<file path="config.mk">
export PLATFORM = sky130hd
export DESIGN_NAME = clock_set_controller
export DESIGN_NICKNAME = d
export VERILOG_FILES = /design/src/rtl/clock_set_controller.sv
export SDC_FILE = /design/constraint.sdc
export NUM_CORES = 1
export LEC_CHECK = 0
export CORE_UTILIZATION = 55
export CTS_CLUSTER_DIAMETER = 50
export CTS_CLUSTER_SIZE = 10
export DETAILED_ROUTE_END_ITERATION = 16
export PLACE_DENSITY_LB_ADDON = 0.12
export SYNTH_ARGS = -nofsm -noshare
export SYNTH_HDL_FRONTEND = slang
export SYNTH_SLANG_ARGS = --single-unit
</file>
<file path="constraint.sdc">
create_clock -name clk -period 16.9 [get_ports clk]
set_input_delay 4.225 -clock clk [delete_from_list [all_inputs] [get_ports clk]]
set_output_delay 4.225 -clock clk [all_outputs]
set_load 0.02 [all_outputs]
</file>
<file path="src/rtl/clock_set_controller.sv">
// clock_set_controller
// Button-driven time/date editor for the clock_calendar chain. In IDLE it
// waits for btn_mode, then captures the live BCD digits and lets the user
// edit one field at a time with up/down. A second btn_mode commits the edit
// with a single-cycle load strobe. Thirty idle seconds abort the edit.
//
// Ports:
//   clk, reset             system clock, synchronous active-high reset
//   tick_1hz               1 Hz single-cycle tick (drives the edit timeout)
//   btn_mode/next/up/down  debounced single-cycle button pulses
//                          (priority mode > next > up > down)
//   cur_*                  live am_pm and BCD time/date from the clock chain
//   set_active             high while editing
//   field_sel              0=AMPM 1=HOUR 2=MIN 3=SEC 4=YEAR 5=MONTH 6=DAY
//   blink                  edit highlight, toggles every BLINK_DIV cycles
//   load                   single-cycle commit strobe
//   set_*                  edited am_pm and BCD time/date (valid with load)
//
// Interface note: there is no valid/ready handshake here. load is a pure
// strobe; the receiving chain must accept set_* on the cycle load is high.
module clock_set_controller #(
    parameter int TIMEOUT_S = 30,
    parameter int BLINK_DIV = 25_000_000
) (
    input  logic       clk,
    input  logic       reset,
    input  logic       tick_1hz,
    input  logic       btn_mode,
    input  logic       btn_next,
    input  logic       btn_up,
    input  logic       btn_down,
    input  logic       cur_am_pm,
    input  logic [3:0] cur_sec_1d,
    input  logic [3:0] cur_sec_10d,
    input  logic [3:0] cur_min_1d,
    input  logic [3:0] cur_min_10d,
    input  logic [3:0] cur_hour_1d,
    input  logic [3:0] cur_hour_10d,
    input  logic [3:0] cur_d_1d,
    input  logic [3:0] cur_d_10d,
    input  logic [3:0] cur_m_1d,
    input  logic [3:0] cur_m_10d,
    input  logic [3:0] cur_y_1d,
    input  logic [3:0] cur_y_10d,
    input  logic [3:0] cur_c_1d,
    input  logic [3:0] cur_c_10d,
    output logic       set_active,
    output logic [2:0] field_sel,
    output logic       blink,
    output logic       load,
    output logic       set_am_pm,
    output logic [3:0] set_sec_1d,
    output logic [3:0] set_sec_10d,
    output logic [3:0] set_min_1d,
    output logic [3:0] set_min_10d,
    output logic [3:0] set_hour_1d,
    output logic [3:0] set_hour_10d,
    output logic [3:0] set_d_1d,
    output logic [3:0] set_d_10d,
    output logic [3:0] set_m_1d,
    output logic [3:0] set_m_10d,
    output logic [3:0] set_y_1d,
    output logic [3:0] set_y_10d,
    output logic [3:0] set_c_1d,
    output logic [3:0] set_c_10d
);

    localparam int TW = $clog2(TIMEOUT_S + 1);
    localparam int BW = $clog2(BLINK_DIV + 1);

    localparam logic [2:0] F_AMPM  = 3'd0;
    localparam logic [2:0] F_HOUR  = 3'd1;
    localparam logic [2:0] F_MIN   = 3'd2;
    localparam logic [2:0] F_SEC   = 3'd3;
    localparam logic [2:0] F_YEAR  = 3'd4;
    localparam logic [2:0] F_MONTH = 3'd5;
    localparam logic [2:0] F_DAY   = 3'd6;

    typedef enum logic [0:0] {IDLE = 1'b0, EDIT = 1'b1} state_t;

    typedef struct packed {
        logic       am_pm;
        logic [3:0] hour_10d, hour_1d;
        logic [3:0] min_10d,  min_1d;
        logic [3:0] sec_10d,  sec_1d;
        logic [3:0] c_10d,    c_1d;
        logic [3:0] y_10d,    y_1d;
        logic [3:0] m_10d,    m_1d;
        logic [3:0] d_10d,    d_1d;
    } set_t;

    // Fields are edited as small binary numbers and converted back to BCD,
    // which keeps every digit legal regardless of which wrap is taken.
    function automatic logic [6:0] to_bin(input logic [3:0] t, input logic [3:0] o);
        return ({3'b000, t} * 7'd10) + {3'b000, o};
    endfunction

    function automatic logic [7:0] to_bcd(input logic [6:0] v);
        return {4'(v / 7'd10), 4'(v % 7'd10)};
    endfunction

    // Wrapping step within [lo, hi]; out-of-range inputs snap to an end.
    function automatic logic [6:0] step(input logic [6:0] v, input logic [6:0] lo,
                                        input logic [6:0] hi, input logic up);
        if (up) return (v >= hi || v < lo) ? lo : v + 7'd1;
        else    return (v <= lo || v > hi) ? hi : v - 7'd1;
    endfunction

    // Two-digit year divisible by 4 is a leap year (no century rule).
    function automatic logic [6:0] max_day(input logic [6:0] m, input logic [6:0] y);
        case (m)
            7'd2:                     return ((y % 7'd4) == 7'd0) ? 7'd29 : 7'd28;
            7'd4, 7'd6, 7'd9, 7'd11:  return 7'd30;
            default:                  return 7'd31;
        endcase
    endfunction

    state_t        state, state_nxt;
    set_t          val_q, val_d;
    logic [2:0]    field_d;
    logic          active_d, blink_d, load_d;
    logic [TW-1:0] tcnt_q, tcnt_d;
    logic [BW-1:0] bcnt_q, bcnt_d;

    logic       any_btn, timeout_hit;
    logic [6:0] hour_b, min_b, sec_b, year_b, month_b, day_b, edit_b, lim;

    assign any_btn = btn_mode | btn_next | btn_up | btn_down;
    // A button pulse clears the counter, so it always beats a coinciding tick.
    assign timeout_hit = (state == EDIT) && !any_btn && tick_1hz &&
                         (tcnt_q == TW'(TIMEOUT_S - 1));

    // State register
    always_ff @(posedge clk) begin
        if (reset) state <= IDLE;
        else       state <= state_nxt;
    end

    // Next-state logic
    always_comb begin
        state_nxt = state;
        case (state)
            IDLE:    if (btn_mode) state_nxt = EDIT;
            EDIT:    if (btn_mode || timeout_hit) state_nxt = IDLE;
            default: state_nxt = IDLE;
        endcase
    end

    // Output / datapath next values (registered below)
    always_comb begin
        val_d    = val_q;
        field_d  = field_sel;
        active_d = set_active;
        blink_d  = blink;
        load_d   = 1'b0;
        tcnt_d   = tcnt_q;
        bcnt_d   = bcnt_q;
        hour_b   = to_bin(val_q.hour_10d, val_q.hour_1d);
        min_b    = to_bin(val_q.min_10d, val_q.min_1d);
        sec_b    = to_bin(val_q.sec_10d, val_q.sec_1d);
        year_b   = to_bin(val_q.y_10d, val_q.y_1d);
        month_b  = to_bin(val_q.m_10d, val_q.m_1d);
        day_b    = to_bin(val_q.d_10d, val_q.d_1d);
        edit_b   = 7'd0;
        lim      = max_day(month_b, year_b);

        case (state)
            IDLE: begin
                if (btn_mode) begin
                    val_d = '{am_pm: cur_am_pm,
                              hour_10d: cur_hour_10d, hour_1d: cur_hour_1d,
                              min_10d: cur_min_10d, min_1d: cur_min_1d,
                              sec_10d: cur_sec_10d, sec_1d: cur_sec_1d,
                              c_10d: cur_c_10d, c_1d: cur_c_1d,
                              y_10d: cur_y_10d, y_1d: cur_y_1d,
                              m_10d: cur_m_10d, m_1d: cur_m_1d,
                              d_10d: cur_d_10d, d_1d: cur_d_1d};
                    field_d  = F_HOUR;
                    active_d = 1'b1;
                    blink_d  = 1'b0;
                    tcnt_d   = '0;
                    bcnt_d   = '0;
                end
            end
            EDIT: begin
                if (bcnt_q == BW'(BLINK_DIV - 1)) begin
                    bcnt_d  = '0;
                    blink_d = ~blink;
                end else begin
                    bcnt_d = bcnt_q + BW'(1);
                end

                if (any_btn)       tcnt_d = '0;
                else if (tick_1hz) tcnt_d = tcnt_q + TW'(1);

                if (btn_mode) begin
                    load_d   = 1'b1;
                    active_d = 1'b0;
                    blink_d  = 1'b0;
                end else if (timeout_hit) begin
                    active_d = 1'b0;
                    blink_d  = 1'b0;
                end else if (btn_next) begin
                    field_d = (field_sel == F_DAY) ? F_AMPM : field_sel + 3'd1;
                end else if (btn_up || btn_down) begin
                    case (field_sel)
                        F_AMPM: val_d.am_pm = ~val_q.am_pm;
                        F_HOUR: begin
                            edit_b = step(hour_b, 7'd1, 7'd12, btn_up);
                            {val_d.hour_10d, val_d.hour_1d} = to_bcd(edit_b);
                        end
                        F_MIN: begin
                            edit_b = step(min_b, 7'd0, 7'd59, btn_up);
                            {val_d.min_10d, val_d.min_1d} = to_bcd(edit_b);
                        end
                        F_SEC: begin
                            edit_b = step(sec_b, 7'd0, 7'd59, btn_up);
                            {val_d.sec_10d, val_d.sec_1d} = to_bcd(edit_b);
                        end
                        F_YEAR: begin
                            edit_b = step(year_b, 7'd0, 7'd99, btn_up);
                            {val_d.y_10d, val_d.y_1d} = to_bcd(edit_b);
                            lim = max_day(month_b, edit_b);
                            if (day_b > lim) {val_d.d_10d, val_d.d_1d} = to_bcd(lim);
                        end
                        F_MONTH: begin
                            edit_b = step(month_b, 7'd1, 7'd12, btn_up);
                            {val_d.m_10d, val_d.m_1d} = to_bcd(edit_b);
                            lim = max_day(edit_b, year_b);
                            if (day_b > lim) {val_d.d_10d, val_d.d_1d} = to_bcd(lim);
                        end
                        F_DAY: begin
                            edit_b = step(day_b, 7'd1, lim, btn_up);
                            {val_d.d_10d, val_d.d_1d} = to_bcd(edit_b);
                        end
                        default: ;
                    endcase
                end
            end
            default: ;
        endcase
    end

    // Output registers
    always_ff @(posedge clk) begin
        if (reset) begin
            val_q          <= '0;
            val_q.hour_10d <= 4'd1;
            val_q.hour_1d  <= 4'd2;
            val_q.m_1d     <= 4'd1;
            val_q.d_1d     <= 4'd1;
            field_sel      <= F_AMPM;
            set_active     <= 1'b0;
            blink          <= 1'b0;
            load           <= 1'b0;
            tcnt_q         <= '0;
            bcnt_q         <= '0;
        end else begin
            val_q      <= val_d;
            field_sel  <= field_d;
            set_active <= active_d;
            blink      <= blink_d;
            load       <= load_d;
            tcnt_q     <= tcnt_d;
            bcnt_q     <= bcnt_d;
        end
    end

    assign set_am_pm    = val_q.am_pm;
    assign set_hour_10d = val_q.hour_10d;
    assign set_hour_1d  = val_q.hour_1d;
    assign set_min_10d  = val_q.min_10d;
    assign set_min_1d   = val_q.min_1d;
    assign set_sec_10d  = val_q.sec_10d;
    assign set_sec_1d   = val_q.sec_1d;
    assign set_c_10d    = val_q.c_10d;
    assign set_c_1d     = val_q.c_1d;
    assign set_y_10d    = val_q.y_10d;
    assign set_y_1d     = val_q.y_1d;
    assign set_m_10d    = val_q.m_10d;
    assign set_m_1d     = val_q.m_1d;
    assign set_d_10d    = val_q.d_10d;
    assign set_d_1d     = val_q.d_1d;

endmodule

</file>
### After elaboration in Yosys (flattened, before gate mapping)

Cells that the tools add are included.

| operators by class | value |
|---|---|
| add/sub/neg operators | 21 |
| equal/unequal tests | 36 |
| bitwise operators | 6 |
| div/mod/pow operators | 16 |
| multipliers | 6 |
| multiplexer cells | 116 |
| magnitude comparators | 26 |
| reductions and logical operators | 36 |

Operators by type and width:

| cell | count |
|---|---|
| 7-bit two-way mux | 66 |
| 25-bit two-way mux | 6 |
| 25-bit one-hot mux with 2 select lines | 2 |
| 24-bit two-way mux | 4 |
| 57-bit two-way mux | 1 |
| 7-bit by 4-bit divider with 7-bit output, second input constant | 8 |
| 7-bit by 4-bit remainder unit with 7-bit output, second input constant | 8 |
| 8-bit two-way mux | 7 |
| 24-bit one-hot mux with 2 select lines | 1 |
| 7-bit by 1-bit adder with 7-bit output, second input constant | 6 |
| 7-bit by 4-bit adder with 7-bit output | 6 |
| 7-bit by 1-bit less-or-equal comparator with 1-bit output, second input constant | 6 |
| 7-bit by 1-bit less-than comparator with 1-bit output, second input constant | 6 |
| 7-bit by 1-bit subtractor with 7-bit output, second input constant | 6 |
| 4-bit by 3-bit multiplier with 6-bit output, second input constant | 6 |
| 6-bit AND reduction | 6 |
| 7-bit by 3-bit equality test with 1-bit output, second input constant | 4 |
| 7-bit by 4-bit equality test with 1-bit output, second input constant | 4 |
| 25-bit by 1-bit adder with 25-bit output, second input constant | 1 |
| 25-bit equality test, second input constant | 1 |
| 8-bit one-hot mux with 3 select lines | 1 |
| 7-bit > comparator | 3 |
| 3-bit two-way mux | 5 |
| 5-bit two-way mux | 3 |
| 37 further kinds | 96 |

| storage, ports and cells | value |
|---|---|
| flip-flop bits (word level) | 94 |
| output and inout bits | 63 |
| input bits | 64 |

### Logic depth before layout (Yosys ltp)

Gate-level depths: netlist (run 1).

| depth | value |
|---|---|
| depth in word-level cells | 29 |
| mapped depth | 31 |

### Least setup slack after synthesis (run 1)

Ideal clock, no wire load.

| timing | value |
|---|---|
| path kind | input-to-reg |
| from | in btn_up |
| to | reg val_q, in the netlist set_d_1d[1] |
| setup slack | 8.645 ns |
| buffers on the path | 4 |
| library setup time | 0.059 ns |
| stages | 21 |
| data required time | 16.841 ns |
| data arrival time | 8.196 ns |
| path through | buf_2 buf_2 buf_2 buf_2 a21oi_1 or3_1 ha_1 nor2_1 a31oi_1 nor4_2 ha_1 inv_1 a31o_2 a21oi_1 xnor2_1 ha_1 inv_1 a31oi_1 nor4b_4 o311ai_0 o211a_1 |

| between the ends | value |
|---|---|
| longest elaborated chain between the ends | 24 |
| elaborated cells on any way between the ends | 68 |
| classes of those cells | div (3); order compare (2); eq/ne (9); mux (44); bitwise (2); reduce/logical (8) |

RTL lines:

| item | RTL line | source |
|---|---|---|
| from (decl) | 30 | `input logic btn_up,` |
| 7-bit two-way mux | 105 | `if (up) return (v >= hi \|\| v < lo) ? lo : v + 7'd1;` |
| 7-bit two-way mux | 206 | `case (field_sel)` |
| 7-bit two-way mux | 205 | `end else if (btn_up \|\| btn_down) begin` |
| 7-bit two-way mux | 203 | `end else if (btn_next) begin` |
| 7-bit two-way mux | 200 | `end else if (timeout_hit) begin` |
| 7-bit two-way mux | 196 | `if (btn_mode) begin` |
| 7-bit two-way mux | 167 | `case (state)` |
| 7-bit by 3-bit equality test with 1-bit output, or another cell as far along | 111 | `case (m)` |
| [8 not listed] | -- |  |
| 7-bit by 4-bit remainder unit with 7-bit output | 99 | `return {4'(v / 7'd10), 4'(v % 7'd10)};` |
| 8-bit two-way mux (on tied branches) | 230, 224 |  |
| 8-bit one-hot mux with 3 select lines | 206 |  |
| 24-bit two-way mux | 205 |  |
| 24-bit two-way mux | 203 |  |
| 24-bit two-way mux | 200 |  |
| 24-bit two-way mux | 196 |  |
| 24-bit one-hot mux with 2 select lines | 167 |  |
| to (signal assigned) | 259 | `val_q <= val_d;` |
| to (decl) | 119 | `set_t val_q, val_d;` |

Parallel ways exist; a longest one is shown, timed or not. The select of a mux whose other input is x is not followed.
A chain may end at the register's enable or synchronous reset.

### Worst setup path after layout (run 1)

| timing | value |
|---|---|
| from | in btn_up |
| to | reg val_q, in the netlist set_sec_1d[2] |

| between the ends | value |
|---|---|
| longest elaborated chain between the ends | 14 |
| elaborated cells on any way between the ends | 24 |
| classes of those cells | div (1); eq/ne (2); mux (13); bitwise (2); reduce/logical (6) |

RTL lines:

| item | RTL line |
|---|---|
| 7-bit two-way mux | 105 |
| 7-bit two-way mux | 206 |
| 7-bit two-way mux | 205 |
| 7-bit two-way mux | 203 |
| 7-bit two-way mux | 200 |
| 7-bit two-way mux | 196 |
| 7-bit two-way mux | 167 |
| 7-bit by 4-bit remainder unit with 7-bit output | 99 |
| 8-bit two-way mux | 206 |
| 25-bit two-way mux | 205 |
| 25-bit two-way mux | 203 |
| 25-bit two-way mux | 200 |
| 25-bit two-way mux | 196 |
| 25-bit one-hot mux with 2 select lines | 167 |

Parallel ways exist; a longest one is shown, timed or not. The select of a mux whose other input is x is not followed.

==> results.rst, run 1 <==
.. list-table::
   :header-rows: 1

   * - Metric
     - Value
   * - Internal power
     - 0.7317 mW
   * - Element type at the critical path end
     - flop
   * - Combinational share of power
     - 66.4%
   * - Number of placed cells counting well taps
     - 1601
   * - Via count
     - 10350
   * - Tightest slew margin relative to the limit
     - between 20% and 30%
   * - Maximum number of pins on one net before global-route repair
     - 65
   * - Worst setup slack for register-to-register paths
     - 9.17 ns
   * - Net switching power
     - 0.6954 mW
   * - Global placement routability congestion
     - roughly 0.95
   * - Summed negative setup slack over all endpoints
     - 0 ns
   * - Ratio of cells with drive above 1 in the final layout
     - 5.747%
   * - Hold Crit Start
     - bcnt_q[13]
   * - Most used standard cell by instance count after synthesis
     - nor2_1
   * - Status
     - complete, no violations
   * - Post-detailed-route wirelength per cell
     - 17.55 um
   * - Site row count
     - 48
   * - Die width
     - 136.8 um
   * - EDFF count, synth
     - 0
   * - DRC errors left
     - 0
   * - Maximum ir drop on the vdd rail
     - 0.00006983 V
   * - Arrival time of the worst setup path
     - 8.91 ns
   * - Final Hold Slack
     - about 0.50 ns
   * - Areal power density over the cells
     - 122.9 nW/um^2
   * - Slew @ Worst Pin
     - 1.152 ns
   * - Detailed Place HPWL
     - 20.65 mm
   * - Count of non-filler cells in the finished layout
     - 1617
   * - Unrepaired setup endpoints after global routing
     - no
   * - Initial antenna violation count
     - 0
   * - Fraction of registers with async set or reset after synthesis
     - 0%
   * - Avg Vias per Cell
     - 6.398
   * - Inserted Clock Buffers
     - 9
   * - Part of the Yosys area used for sequential elements
     - between 10% and 20%
   * - Initial Util
     - a little under three fifths
   * - Cells after Synth
     - 1309
   * - Crit-path slowest cell
     - clkinv_1
   * - Switching share of total power
     - 48.73%
   * - Part of the power in registers
     - 18.9%
   * - Max-capacitance violation count
     - 0
   * - Post-CTS clock slew at the launch and capture registers of the worst setup and hold paths
     - 0.08 ns
   * - Overall die height
     - 136.8 um
   * - Number of gates given a new drive strength after cts
     - 0
   * - Critical path launch point type
     - input pin
   * - Met3 usage
     - 4.667%
   * - Netlist cell types
     - 102
   * - Post-Syn Nets
     - ~1500
   * - Total GRT Usage
     - between 30% and 40%
   * - Number of global-route vias before repair
     - 9572
   * - Cell family with most CP delay
     - buffers and inverters
   * - Grt total ovfl
     - 0
   * - Global routing met2 resource utilization
     - 50.62%
   * - Buf+Inv Stages, Crit Path
     - 4
   * - Worst Hold Class
     - flop to flop
   * - Register bit count reported by yosys
     - 94
   * - # setup viols final
     - 0
   * - Count of hold buffers inserted by post-cts repair
     - 0
   * - Synth Warn #
     - 0
   * - Syn avg cell area
     - 7.637 um^2
   * - Latest clock arrival within the worst-skew pair
     - approximately 0.36 ns
   * - Part of the total power dissipated in the clock network
     - 14.7%
   * - Remaining number of nets flagged by the antenna check after routing
     - 0
   * - Yosys top cell by area
     - dfxtp_1
   * - CP required
     - about 17 ns
   * - Category of the most critical setup path
     - input pin to flop
   * - Peak fanout along the critical path
     - 64
   * - Area fraction of the dominant cell type after synthesis
     - a little under a fifth
   * - Static power due to leakage
     - 4.585 nW
   * - Total number of H-tree levels
     - 3
   * - CTS tree
     - yes
   * - Number of post-CTS setup repair buffers
     - 0
   * - Routed wire length
     - between 20 and 30 mm
   * - Max Root-Sink Buffers
     - 2
   * - Number of endpoints with negative hold slack in the final report
     - 0
   * - Cells taking the most area after synthesis
     - dfxtp_1 (19%), ha_1 (10%), nor2_1 (4.9%), a21oi_1 (4.4%), nand2_1 (4.3%)
   * - Clock sink total
     - 94
   * - Placeable core region
     - roughly 18000 um^2
   * - Boundary pin count
     - about 130
   * - Origin of the critical flop-to-flop path
     - set_m_10d[3]
   * - Buffers on Ports
     - between 100 and 150
   * - Achievable Freq
     - around 120 MHz
   * - Area post-placement
     - 11300 um^2
   * - Routing usage on met1
     - around two fifths
   * - Most used flip-flop cell after synthesis
     - dfxtp_1
   * - Final core utilization
     - 66.19%
   * - # nets final
     - ~1500
   * - Syn-to-layout area delta
     - 16.11%
   * - Critical-path cell list
     - buf_2, buf_4, clkinv_1, nor4_1, a21o_1, a21oi_1, ha_1, inv_1, or4_1, o311ai_0, a41o_1, a41oi_1, xnor2_1, ha_1, nor4_1, or2_1, a211o_1, a31oi_1
   * - Most used standard cells in the synthesized netlist
     - nor2_1 (130), nand2_1 (114), dfxtp_1 (94)
   * - Wire length of the first global-routing pass
     - 46.05 mm
   * - Final-report max-slew violation count
     - 0
   * - Clock tree root driver cell
     - clkbuf_16
   * - Starting DRT DRC Count
     - 801
   * - First-pass iteration count of the detailed router
     - 5
   * - Synthesized cell area
     - ~10000 um^2
   * - Diodes inserted
     - 0
   * - Start point of the critical path
     - btn_up
   * - Fin crit period
     - 8.620 ns
   * - Most congested layer reported by global routing
     - met2
   * - Fin area
     - 11610 um^2
   * - Die footprint
     - roughly 19000 um^2
   * - Setup clock skew after layout
     - 0.01118 ns
   * - Largest incremental delay on the critical path
     - 0.83 ns
   * - Final Cycle Share
     - between 50% and 60%
kinds of logic (layout without fill, tap and decap cells):
logic type | Yosys count | count (layout) | synth area share (%)
buffers and inverters | 125 | 208 | 5.156
AO/OA/AOI/OAI | 403 | 403 | 29.16
adder cells (fa/ha/maj) | 94 | 94 | 12.67
XOR/XNOR | 79 | 79 | 7.434
AND/OR/NAND/NOR | 491 | 491 | 24.39
flip-flops | 94 | 94 | 18.82
multiplexers | 23 | 23 | 2.365
worst min-delay path, cell delays in order, from the launching register on:
cell and delay (ns):
dfxtp_1 0.32, o21ai_0 0.07, a21oi_1 0.06
layout make-up:
cell class	instances	area [um^2]
clock buffer	9	225.2
sequential	94	1883
timing repair buffer	135	1319
fill	1532	5929
clock inverter	7	77.57
multi-input combinational	1090	7607
tap	225	281.5
inverter	57	214.0
placed cells by master (no fill, tap or decap), types with 13 or more instances in the layout:
cell / netlist / routed
a31oi_1: 23 / 23
and3_1: 21 / 21
inv_1: 53 / 53
nor4_1: 18 / 18
and2_1: 16 / 16
a211oi_1: 23 / 23
nand4_1: 13 / 13
xnor2_1: 42 / 42
o211ai_1: 16 / 16
nand2b_1: 17 / 17
a21o_1: 21 / 21
a22oi_1: 13 / 13
nand2_1: 114 / 114
dfxtp_1: 94 / 93
nand3_1: 58 / 58
mux2i_1: 18 / 18
ha_1: 82 / 82
or3_1: 20 / 20
o21ai_0: 62 / 62
clkdlybuf4s50_1: 0 / 124
nor2_1: 130 / 129
a21oi_1: 88 / 88
nor3_1: 38 / 38
xor2_1: 32 / 32
state kept, by name, indices dropped and copies added, names as in the netlist:
signal	count
bcnt_q	25
tcnt_q	5
set_c_10d	4
set_c_1d	4
set_d_10d	4
set_d_1d	4
set_hour_10d	4
set_hour_1d	4
set_m_10d	4
set_m_1d	4
set_min_10d	4
set_min_1d	4
set_sec_10d	4
set_sec_1d	4
set_y_10d	4
set_y_1d	4
field_sel	3
blink	1
load	1
set_active	1
set_am_pm	1
state	1
final timing paths:
| check | endpoint | depth (start not counted) |
|---|---|---|
| setup reg to reg | set_d_1d[1] | 29 |
| setup / recovery | set_sec_1d[2] | 18 |
| hold / removal | bcnt_q[13] | 2 |
| hold reg to reg | bcnt_q[13] | 2 |
metal layers:
metal / routed length (um) / part of all wire [%]
met2: 13000 / 46
met5: 0 / 0
met1: 12750 / 45
met3: 2015 / 7.1
met4: 612 / 2.2
power by group through the flow:
stage / Sequential [mW] / Combinational [mW] / Clock (mW)
global route: 0.273 / 1.04 / 0.220
detailed placement: 0.274 / 0.923 / 0
finish: 0.269 / 0.948 / 0.210
CTS: 0.269 / 0.930 / 0.213
global placement: 0.274 / 0.910 / 0
floorplan: 0.287 / 0.708 / 0
through the flow:
stage	power [mW]	setup slack [ns]
finish	1.427	8.280
global route	1.532	7.803
CTS	1.412	8.398
detailed placement	1.197	8.018
global placement	1.184	8.187
floorplan	0.9953	8.645
Power figures use the tool's default switching activity.
==> inputs of run 2 (changes only) <==
clock period = 8.55 ns   (was 16.9 ns; I/O delays follow)
==> results.rst, run 2 (synthesized netlist as in run 1, its figures left out) <==
.. list-table::
   :header-rows: 1

   * - Metric
     - Value
   * - Achievable Freq
     - around 130 MHz
   * - Overall die height
     - 136.8 um (unchanged)
   * - Die footprint
     - 18720 um^2 (unchanged)
   * - Avg Vias per Cell
     - 6.341 (-0.89%)
   * - Largest register FFs
     - 25 (unchanged)
   * - Number of cells on the worst reg-to-reg path
     - 29 (unchanged)
   * - Largest registers
     - bcnt_q: 25 flops, tcnt_q: 5 flops
   * - Met3 usage
     - 4.704% (+0.037 points)
   * - Routing usage on met1
     - 39.22% (-0.73 points)
   * - Number of post-CTS setup repair buffers
     - 0 (unchanged)
   * - Final-report max-slew violation count
     - 0 (unchanged)
   * - Number of global-route vias before repair
     - 9322 (-2.6%)
   * - Part of the total power dissipated in the clock network
     - 14.6% (about the same)
   * - Fin crit period
     - around 7.8 ns
   * - DRC errors left
     - 0 (unchanged)
   * - Worst Hold Class
     - flop to flop
   * - Internal power
     - 1.443 mW (+97%)
   * - Largest incremental delay on the critical path
     - 0.55 ns (-0.28 ns)
   * - Part of the power in registers
     - 18.9% (about the same)
   * - CTS tree
     - yes
   * - Remaining number of nets flagged by the antenna check after routing
     - 0 (unchanged)
   * - Slew @ Worst Pin
     - 1.236 ns (+0.08393 ns)
   * - Tightest slew margin relative to the limit
     - 17.62% (-5.6 points)
   * - Category of the most critical setup path
     - flop to flop
   * - Summed negative setup slack over all endpoints
     - 0 ns (unchanged)
   * - Critical path launch point type
     - flop
   * - Number of gates given a new drive strength after cts
     - 0 (unchanged)
   * - Via count
     - 10250 (-0.89%)
   * - Most flop-heavy register
     - bcnt_q
   * - Count of hold buffers inserted by post-cts repair
     - 0 (unchanged)
   * - Boundary pin count
     - 127 (unchanged)
   * - Number of endpoints with negative hold slack in the final report
     - 0 (unchanged)
   * - Global placement routability congestion
     - 0.9447 (-0.65%)
   * - Starting DRT DRC Count
     - 693 (-13%)
   * - Maximum number of pins on one net before global-route repair
     - 56 (-14%)
   * - Leading cell types in the layout, fill and taps excluded
     - nor2_1 (129), clkdlybuf4s50_1 (124), nand2_1 (114)
   * - Pwr Total
     - 2.810 mW (+97%)
   * - Combinational share of power
     - 66.6% (+0.2 points)
   * - Switching share of total power
     - 48.66% (-0.064 points)
   * - Final core utilization
     - 66.10% (-0.093 points)
   * - Last element of the critical path
     - set_d_1d[1]
   * - Die width
     - 136.8 um (unchanged)
   * - Setup clock skew after layout
     - 0.01332 ns (+0.002142 ns)
   * - Post-CTS clock slew at the launch and capture registers of the worst setup and hold paths
     - 0.08 ns (about the same)
   * - Inserted Clock Buffers
     - 9 (unchanged)
   * - Unrepaired setup endpoints after global routing
     - no
   * - Number of filler cells placed in the layout
     - 1539 (+0.46%)
   * - Max Root-Sink Buffers
     - 2 (unchanged)
   * - Routed wire length
     - 28.00 mm (-1.4%)
   * - Total GRT Usage
     - 29.89% (-0.51 points)
   * - Initial Util
     - 57.01% (unchanged)
   * - Total number of H-tree levels
     - 3 (unchanged)
   * - Grt total ovfl
     - 0 (unchanged)
   * - Status
     - complete, no violations
   * - Max-capacitance violation count
     - 0 (unchanged)
   * - Site row count
     - 48 (unchanged)
   * - Initial antenna violation count
     - 0 (unchanged)
   * - Detailed Place HPWL
     - 20.58 mm (-0.30%)
   * - # nets final
     - 1545 (unchanged)
   * - Maximum ir drop on the vdd rail
     - 0.0001719 V (+150%)
   * - Latest clock arrival within the worst-skew pair
     - 0.36 ns (about the same)
   * - Arrival time of the worst setup path
     - 8.08 ns (-0.83 ns)
   * - Areal power density over the cells
     - 242.5 nW/um^2 (+97%)
   * - Placeable core region
     - 17540 um^2 (unchanged)
   * - # setup viols final
     - 0 (unchanged)
   * - Origin of the critical flop-to-flop path
     - set_m_10d[3]
   * - Clock sink total
     - 94 (unchanged)
   * - Wire length of the first global-routing pass
     - 44.91 mm (-2.5%)
   * - Static power due to leakage
     - 4.582 nW (about the same)
   * - Start point of the critical path
     - set_m_10d[3]
   * - Final Cycle Share
     - 91.00%
   * - Clock tree root driver cell
     - clkbuf_16
   * - Ratio of cells with drive above 1 in the final layout
     - 5.747% (unchanged)
   * - Net switching power
     - 1.368 mW (+97%)
   * - Post-detailed-route wirelength per cell
     - 17.31 um (-1.4%)
   * - Crit Reg-Reg Endpoint
     - set_d_1d[1]
   * - Peak fanout along the critical path
     - 7 (-89%)
   * - First-pass iteration count of the detailed router
     - 5 (unchanged)
   * - Element type at the critical path end
     - flop
   * - Cell type with the highest occurrence count on the critical path
     - ha_1
   * - Diodes inserted
     - 0 (unchanged)
   * - Global routing met2 resource utilization
     - 50.08% (-0.54 points)
   * - Most congested layer reported by global routing
     - met2
   * - Crit-path slowest cell
     - nor4_2
   * - Worst setup slack for register-to-register paths
     - 0.77 ns (-8.40 ns)
   * - CP required
     - 8.85 ns (-8.34 ns)
   * - Syn-to-layout area delta
     - 15.94%
   * - Most frequent standard cell in the layout excluding fill and tap cells
     - nor2_1
   * - Buffers on Ports
     - 126 (unchanged)
[run 2: cell types whose count changed in the layout (fill, tap and decap cells not counted), sizes merged]
cell	before	now
inv	57	60
clkinv	6	3
[run 2: worst min-delay path by stage]
stage / startpoint / end / slack, ns / cells after the start
finish: set_c_10d[3] / set_c_10d[3] / 0.50 / 2
global placement: bcnt_q[13] / bcnt_q[13] / 0.47 / 2
CTS: set_c_10d[3] / set_c_10d[3] / 0.50 / 2
floorplan: bcnt_q[13] / bcnt_q[13] / 0.46 / 2
global route: set_c_10d[1] / set_c_10d[1] / 0.52 / 2
detailed placement: set_c_10d[3] / set_c_10d[3] / 0.49 / 2
[run 2: metal layers]
metal  wire length, um  part of all wire [%]
met4               560                   2.0
met1             12840                    46
met2             12890                    46
met5                 0                     0
met3              1712                   6.1
[run 2: metrics by stage]
stage | worst slack (ns) | instances | cell area [um^2] | hold WS (ns)
2_1_floorplan | 1.640 | 1309 | 9997 | 0.4583
3_3_place_gp | 1.065 | 1601 | 11300 | 0.4687
3_5_place_dp | 0.8946 | 1601 | 11300 | 0.4864
4_1_cts | 0.8215 | 1617 | 11590 | 0.5050
5_1_grt | 0.2737 | 1617 | 11590 | 0.5188
6_report | 0.7695 | 1617 | 11590 | 0.4987
[run 2: layout make-up]
cell class | instances | area (um^2) | share of cell area, %
multi-input cells | 1090 | 7607 | 65.63
flip-flops and latches | 94 | 1883 | 16.25
repair buffers | 135 | 1319 | 11.38
well taps | 225 | 281.5 | 2.429
clock buffers | 9 | 225.2 | 1.943
inverters | 57 | 214.0 | 1.846
clock inverters | 7 | 61.31 | 0.5289
[run 2: power by group through the flow]
stage                     registers [mW]  clock network [mW]  logic (mW)
after floorplan                    0.568                   0        1.40
after global placement             0.540                   0        1.80
after detailed placement           0.540                   0        1.82
after CTS                          0.530               0.417        1.84
after global routing               0.537               0.432        2.05
final                              0.531               0.409        1.87
[run 2: critical path: cells and delay by family, from the launching register on]
| kind | cells | cell delay, ns |
|---|---|---|
| AOI/OAI and AO/OA | 10 | 2.36 |
| and+or+nand+nor | 8 | 2.25 |
| adders and majority gates | 7 | 2.08 |
| DFF | 1 | 0.45 |
| xor gates and xnor gates | 2 | 0.40 |
| buffers and inverters | 2 | 0.17 |
